File: src/rtl/wb_slave_regbank_pkg.sv
// Shared Wishbone types for burst-capable slaves.
// Provides FSM state, cycle-type and burst-type encodings.
package wb_pkg;

  typedef enum logic {
    IDLE,
    ACK
  } state_t;

  typedef enum logic [2:0] {
    CTI_CLASSIC = 3'b000,
    CTI_INCR    = 3'b010,
    CTI_EOB     = 3'b111
  } cti_t;

  typedef enum logic [1:0] {
    BTE_LINEAR = 2'b00,
    BTE_WRAP4  = 2'b01,
    BTE_WRAP8  = 2'b10,
    BTE_WRAP16 = 2'b11
  } bte_t;

endpackage

File: src/rtl/wb_burst_addr_gen.sv
// Combinational Wishbone burst address step: next(cur_adr, bte).
// Ports: cur_adr_i current word index, bte_i burst type, next_adr_o next index.
module wb_burst_addr_gen
  import wb_pkg::*;
#(
  parameter int ADDR_WIDTH = 16
) (
  input  logic [ADDR_WIDTH-1:0] cur_adr_i,
  input  logic [1:0]            bte_i,
  output logic [ADDR_WIDTH-1:0] next_adr_o
);

  logic [ADDR_WIDTH-1:0] inc;
  logic [ADDR_WIDTH-1:0] wrap_m;

  // wrap_m marks the bits allowed to count; the rest are held.
  always_comb begin
    inc    = cur_adr_i + ADDR_WIDTH'(1);
    wrap_m = '1;
    unique case (bte_t'(bte_i))
      BTE_LINEAR: wrap_m = '1;
      BTE_WRAP4:  wrap_m = ADDR_WIDTH'(3);
      BTE_WRAP8:  wrap_m = ADDR_WIDTH'(7);
      BTE_WRAP16: wrap_m = ADDR_WIDTH'(15);
    endcase
    next_adr_o = (cur_adr_i & ~wrap_m) | (inc & wrap_m);
  end

endmodule

File: src/rtl/wb_slave_regbank.sv
// Wishbone B4 classic/burst slave over a bank of registers.
// Ports: wb slave (adr/dat/sel/we/stb/cyc/cti/bte/ack/err), regs_o, wr_pulse_o.
module wb_slave_regbank
  import wb_pkg::*;
#(
  parameter int ADDR_WIDTH   = 16,
  parameter int DATA_WIDTH   = 32,
  parameter int GRANULE      = 8,
  parameter int REGISTER_NUM = 16,
  parameter logic [REGISTER_NUM-1:0] RO_MASK = '0,
  localparam int SEL_WIDTH   = DATA_WIDTH / GRANULE
) (
  input  logic                   clk_i,
  input  logic                   rst_i,
  input  logic [ADDR_WIDTH-1:0]  adr_i,
  input  logic [DATA_WIDTH-1:0]  dat_i,
  output logic [DATA_WIDTH-1:0]  dat_o,
  input  logic [SEL_WIDTH-1:0]   sel_i,
  input  logic                   we_i,
  input  logic                   stb_i,
  input  logic                   cyc_i,
  input  logic [2:0]             cti_i,
  input  logic [1:0]             bte_i,
  output logic                   ack_o,
  output logic                   err_o,
  output logic [REGISTER_NUM*DATA_WIDTH-1:0] regs_o,
  output logic [REGISTER_NUM-1:0] wr_pulse_o
);

  state_t                  state_q, state_d;
  logic [ADDR_WIDTH-1:0]   cur_adr_q, cur_adr_d;
  logic [ADDR_WIDTH-1:0]   next_adr;
  logic [ADDR_WIDTH-1:0]   rd_adr;
  logic [DATA_WIDTH-1:0]   dat_q, dat_d;
  logic [DATA_WIDTH-1:0]   rd_data;
  logic [DATA_WIDTH-1:0]   lane_mask;
  logic                    ack_q, ack_d;
  logic                    err_q, err_d;
  logic                    wr_en;
  logic [REGISTER_NUM-1:0] wr_pulse_q, wr_pulse_d;
  logic [DATA_WIDTH-1:0]   regs_q [REGISTER_NUM];

  function automatic logic in_range(
    input logic [ADDR_WIDTH-1:0] a
  );
    return {1'b0, a} < (ADDR_WIDTH+1)'(REGISTER_NUM);
  endfunction

  wb_burst_addr_gen #(
    .ADDR_WIDTH(ADDR_WIDTH)
  ) u_addr_gen (
    .cur_adr_i (cur_adr_q),
    .bte_i     (bte_i),
    .next_adr_o(next_adr)
  );

  always_comb begin
    lane_mask = '0;
    for (int i = 0; i < SEL_WIDTH; i++) begin
      lane_mask[i*GRANULE+:GRANULE] = {GRANULE{sel_i[i]}};
    end
  end

  // In IDLE the first beat reads at adr_i; inside a burst the
  // following beat is prefetched from the generated address.
  assign rd_adr = (state_q == IDLE) ? adr_i : next_adr;

  always_comb begin
    rd_data = '0;
    for (int n = 0; n < REGISTER_NUM; n++) begin
      if (rd_adr == ADDR_WIDTH'(n)) begin
        rd_data = regs_q[n];
      end
    end
  end

  always_comb begin
    state_d   = state_q;
    cur_adr_d = cur_adr_q;
    dat_d     = dat_q;
    ack_d     = ack_q;
    err_d     = err_q;
    wr_en     = 1'b0;
    if (!cyc_i) begin
      state_d = IDLE;
      ack_d   = 1'b0;
      err_d   = 1'b0;
    end else begin
      unique case (state_q)
        IDLE: begin
          if (stb_i) begin
            state_d   = ACK;
            cur_adr_d = adr_i;
            dat_d     = rd_data & lane_mask;
            ack_d     = in_range(adr_i);
            err_d     = !in_range(adr_i);
          end
        end
        ACK: begin
          // stb_i low is a master wait state: everything holds.
          if (stb_i) begin
            wr_en = we_i & ack_q;
            if (cti_i == CTI_INCR) begin
              cur_adr_d = next_adr;
              dat_d     = rd_data & lane_mask;
              ack_d     = in_range(next_adr);
              err_d     = !in_range(next_adr);
            end else begin
              state_d = IDLE;
              ack_d   = 1'b0;
              err_d   = 1'b0;
            end
          end
        end
      endcase
    end
  end

  // Read-only registers still ack but neither change nor pulse.
  always_comb begin
    wr_pulse_d = '0;
    for (int n = 0; n < REGISTER_NUM; n++) begin
      wr_pulse_d[n] = wr_en & !RO_MASK[n] &
                      (cur_adr_q == ADDR_WIDTH'(n));
    end
  end

  always_ff @(posedge clk_i) begin
    if (rst_i) begin
      state_q    <= IDLE;
      cur_adr_q  <= '0;
      dat_q      <= '0;
      ack_q      <= 1'b0;
      err_q      <= 1'b0;
      wr_pulse_q <= '0;
      for (int n = 0; n < REGISTER_NUM; n++) begin
        regs_q[n] <= '0;
      end
    end else begin
      state_q    <= state_d;
      cur_adr_q  <= cur_adr_d;
      dat_q      <= dat_d;
      ack_q      <= ack_d;
      err_q      <= err_d;
      wr_pulse_q <= wr_pulse_d;
      for (int n = 0; n < REGISTER_NUM; n++) begin
        if (wr_pulse_d[n]) begin
          regs_q[n] <= (regs_q[n] & ~lane_mask) |
                       (dat_i & lane_mask);
        end
      end
    end
  end

  always_comb begin
    for (int n = 0; n < REGISTER_NUM; n++) begin
      regs_o[n*DATA_WIDTH+:DATA_WIDTH] = regs_q[n];
    end
  end

  assign dat_o      = dat_q;
  assign ack_o      = ack_q & cyc_i & stb_i;
  assign err_o      = err_q & cyc_i & stb_i;
  assign wr_pulse_o = wr_pulse_q;

endmodule

File: config.mk
export PLATFORM = sky130hd
export DESIGN_NAME = wb_slave_regbank
export DESIGN_NICKNAME = d
export VERILOG_FILES = /design/src/rtl/wb_slave_regbank_pkg.sv /design/src/rtl/wb_burst_addr_gen.sv /design/src/rtl/wb_slave_regbank.sv
export SDC_FILE = /design/constraint.sdc
export NUM_CORES = 1
export LEC_CHECK = 0
export ABC_AREA = 1
export CAP_MARGIN = 0
export CORE_AREA = 2 2 244 246
export CTS_CLUSTER_DIAMETER = 40
export CTS_CLUSTER_SIZE = 24
export DETAILED_ROUTE_END_ITERATION = 10
export DIE_AREA = 0 0 246 248
export DONT_BUFFER_PORTS = 1
export HOLD_SLACK_MARGIN = 0.15
export PLACE_DENSITY = 0.69
export SETUP_SLACK_MARGIN = 0.3
export SYNTH_ARGS = -nofsm -noshare
export SYNTH_HDL_FRONTEND = slang
export SYNTH_SLANG_ARGS = --single-unit
File: constraint.sdc
create_clock -name clk_i -period 5.5 [get_ports clk_i]
set_input_delay 1.375 -clock clk_i [delete_from_list [all_inputs] [get_ports clk_i]]
set_output_delay 1.375 -clock clk_i [all_outputs]
set_load 0.05 [all_outputs]
==> metrics.md <==
| Metric | Value |
|---|---|
| Die Span X | `246 microns` |
| Total global-route track usage | `a little over a third` |
| Area of all placed cells without fillers | `0.0328 sq mm` |
| Area grow syn2layout | `13.4%` |
| Hold/Removal Path Class | `reg -> reg` |
| Drt drc | `0` |
| DR vias | `~25000` |
| Multi-input gate area | `roughly 0.010 sq mm` |
| # nets final | `3372` |
| # IOs | `between 600 and 700` |
| Final setup vio count | `0` |
| # Post-CTS Setup Buffers | `0` |
| Yosys top cell area share | `53.1%` |
| Dominant cells by area after synthesis | `edfxtp_1 53%, a21oi_1 9.9%, nand2_1 9.6%` |
| Seq/Total Area, Yosys | `57.7%` |
| DR vias/cell | `between 6 and 7` |
| Crit path required time | `between 6000 and 7000 ps` |
| R2R Setup Slk | `1240 ps` |
| Final worst-path cycle share | `between 80% and 90%` |
| Worst vdd ir | `roughly 0.00027 V` |
| Leading register cell type out of synthesis | `edfxtp_1` |
| FF-to-FF path depth | `21` |
| Critical Path Source Type | `input pin` |
| Pin count of the biggest net entering global routing | `between 200 and 250` |
| P_leak | `between 10 and 15 nW` |
| Max FO, Critical Path | `21` |
| Core Footprint | `around 0.06 sq mm` |
| Hold_sp | `err_q` |
| Logic pwr share | `4.7%` |
| Share of cells above drive strength 1 | `around 9%` |
| Resize count post-CTS | `0` |
| Yosys synthesis warning count | `0` |
| Syn nets | `approximately 3400` |
| Port bufs | `0` |
| Asr flop ratio synth | `0%` |
| Minimum clock period | `around 4600 ps` |
| Internal power | `between 0.008 and 0.009 W` |
| Clock Pin Slew Worst Setup and Hold Paths | `~60 ps` |
| Worst skew pair latency | `approximately 650 ps` |
| Sequential group share of total power | `46.7%` |
| Grt total ovfl | `0` |
| WHS Path Cells | `2` |
| DR pass1 iterations | `6` |
| RR Startpoint | `cur_adr_q[0]` |
| Die footprint | `0.0610 sq mm` |
| Sw Share | `just under 30%` |
| Cell Rows | `89` |
| Fillers | `5300` |
| Maxcap violations | `0` |
| GPL Wtd Cong | `0.943` |
| Relative slew slack | `14.5%` |
| Commonest non-fill, non-tap cell in the layout | `nand2_1` |
| Power per cell area | `383 mW/mm^2` |
| Cells after synthesis | `3344` |
| Crit Path Class | `in -> reg` |
| Status | `finished clean` |
| Post-synth top area cell | `edfxtp_1` |
| Critical path arrival | `~5100 ps` |
| Hold buffers post-CTS | `0` |
| Clock Skews | `roughly 26 ps` |
| Die extent in y | `around 250 microns` |
| Ant. Diodes | `0` |
| CTS root buffer | `clkbuf_16` |
| Vias in the first global route | `~23000` |
| Initial Util | `roughly half` |
| Final hold violation count | `0` |
| Post-Syn Area | `roughly 0.029 sq mm` |
| RSZ-0062 raised after global routing | `no` |
| Routed WL per cell | `approximately 27 microns` |
| CTS buffer count | `slightly below 100` |
| Post-DP Area | `just under 0.03 sq mm` |
| Dpl hpwl | `~79 mm` |
| Post-synthesis register bit count | `roughly 580` |
| Antenna-violating nets left | `0` |
| Yosys cell types | `42` |
| Mapped Avg Cell Area | `8.66 sq um` |
| Post-route setup TNS | `0 ps` |
| Initial antenna violation count | `0` |
| Highest-count cells in the layout ignoring fill and taps | `732 x nand2_1, 570 x a21oi_1, 520 x nor2_1, 512 x edfxtp_1, 224 x inv_1` |
| FF-to-FF End | `dat_o[3]` |
| Slew at the pin closest to its max-slew limit | `between 1000 and 1500 ps` |
| Maximum clock insertion buffer count | `3` |
| Clock sink total | `between 500 and 600` |
| Global-route wire length before repair | `160 mm` |
| Slew Limit Fails | `0` |
| Max frequency | `0.218 GHz` |
| Clock share of power | `about half` |
| FF+latch area | `roughly 0.017 sq mm` |
| Drt initial violations | `about 3200` |
| Critical path endpoint category | `flop` |
| Worst Hold Path EP | `err_q` |
| DRT Wirelength | `about 110 mm` |
| Switch Pwr | `approximately 0.0036 W` |
| CTS tree | `built` |
| EDFF count, synth | `just over 500` |
| H-tree levels | `3` |
[per-layer routing]
metal,vias up,GRT usage (%),share of wire (%),wire [microns]
met5,-,0,0,0
met4,0,15.2,5.2,5810
met3,347,12.2,12,13600
met2,1689,58.6,48,53500
met1,12100,42.0,35,39100
li1,11300,-,-,-
[critical path: stages]
cell and delay, ps:
inv_1 60, ha_1 230, nand2_2 120, nor2_4 280, nand2_2 100, nand3_1 100, nand2_1 60, nor2_1 160
nand3_2 310, nor2_2 290, buf_4 360, nand4_1 140, nand2_1 90, inv_1 40, nand2_1 60, nand4_1 150
nor3_1 570, nand4_1 200, nor2_1 150, nand4_1 100, nand3_1 90, a21oi_1 70
[Yosys cell counts (2+ instances only)]
cell type,number
clkinv_1,32
inv_1,228
nor2_4,2
dfxtp_1,67
nand2_2,6
nand3_1,176
edfxtp_1,512
nor3_2,4
o21ai_1,10
buf_1,6
nand2_1,738
clkinv_2,2
nor2_2,7
buf_4,5
o211ai_1,2
nand4_1,115
and2_1,2
nand3b_1,6
inv_2,12
o21bai_1,8
a21oi_1,570
buf_6,5
buf_2,41
ha_1,6
nor4_1,6
nor2_1,520
or2_2,20
clkbuf_1,138
nand3_2,4
nand2_4,4
o21ai_2,2
nor2_8,2
o21ai_0,59
nor3_1,19
[cells by family after synthesis]
family	count (synthesis)	synth area share, %
compound gates	654	11.4
xor+xnor	1	0.0303
fa+ha+maj	6	0.259
buf+inv	470	6.49
flops	579	57.7
simple gates	1634	24.0
[how the worst max path moves through the flow]
stage	startpoint	slack, ps	cells after the start	endpoint
after CTS	bte_i[1]	1050	19	dat_o[3]
after global routing	bte_i[1]	750	22	dat_o[3]
after global placement	bte_i[1]	420	19	dat_o[3]
after floorplan	cyc_i	1410	7	regs_q[0][352]
final	bte_i[1]	910	22	dat_o[3]
after detailed placement	bte_i[1]	390	22	dat_o[3]
[metrics by stage]
| stage | instances | worst slack (ps) | hold WS [ps] | total power (W) | utilization [%] |
|---|---|---|---|---|---|
| 3_5_place_dp | 3977 | 388 | 464 | 0.00652 | 50.5 |
| 3_3_place_gp | 3977 | 422 | 457 | 0.00651 | 50.5 |
| 5_1_grt | 4159 | 754 | 494 | 0.0128 | 56.1 |
| 4_1_cts | 4159 | 1050 | 472 | 0.0126 | 56.1 |
| 2_1_floorplan | 3344 | 1410 | 443 | 0.00624 | - |
| 6_report | 4159 | 914 | 465 | 0.0126 | 56.1 |
[power groups by stage]
| stage | clock network (W) | registers [W] | logic (W) |
|---|---|---|---|
| floorplan | 0 | 0.00581 | 0.000427 |
| global route | 0.00633 | 0.00588 | 0.000643 |
| finish | 0.00611 | 0.00587 | 0.000584 |
| detailed placement | 0 | 0.00594 | 0.000574 |
| global placement | 0 | 0.00594 | 0.000565 |
| CTS | 0.00614 | 0.00586 | 0.000578 |
[layout make-up]
cell class              instances  area share, %
well taps                     773           2.95
clock buffers                 110           7.70
multi-input cells            2295           31.6
repair buffers                 55           1.30
clock inverters                72           2.32
inverters                     275           3.19
flip-flops and latches        579           50.9
[sequential cells by signal, indices dropped and copies added, names as in the netlist]
register and flops:
cur_adr_q 16, ack_q 1, dat_o 32, regs_q 512, err_q 1, wr_pulse_o 16, state_q 1
(Power assumes the default switching activity.)
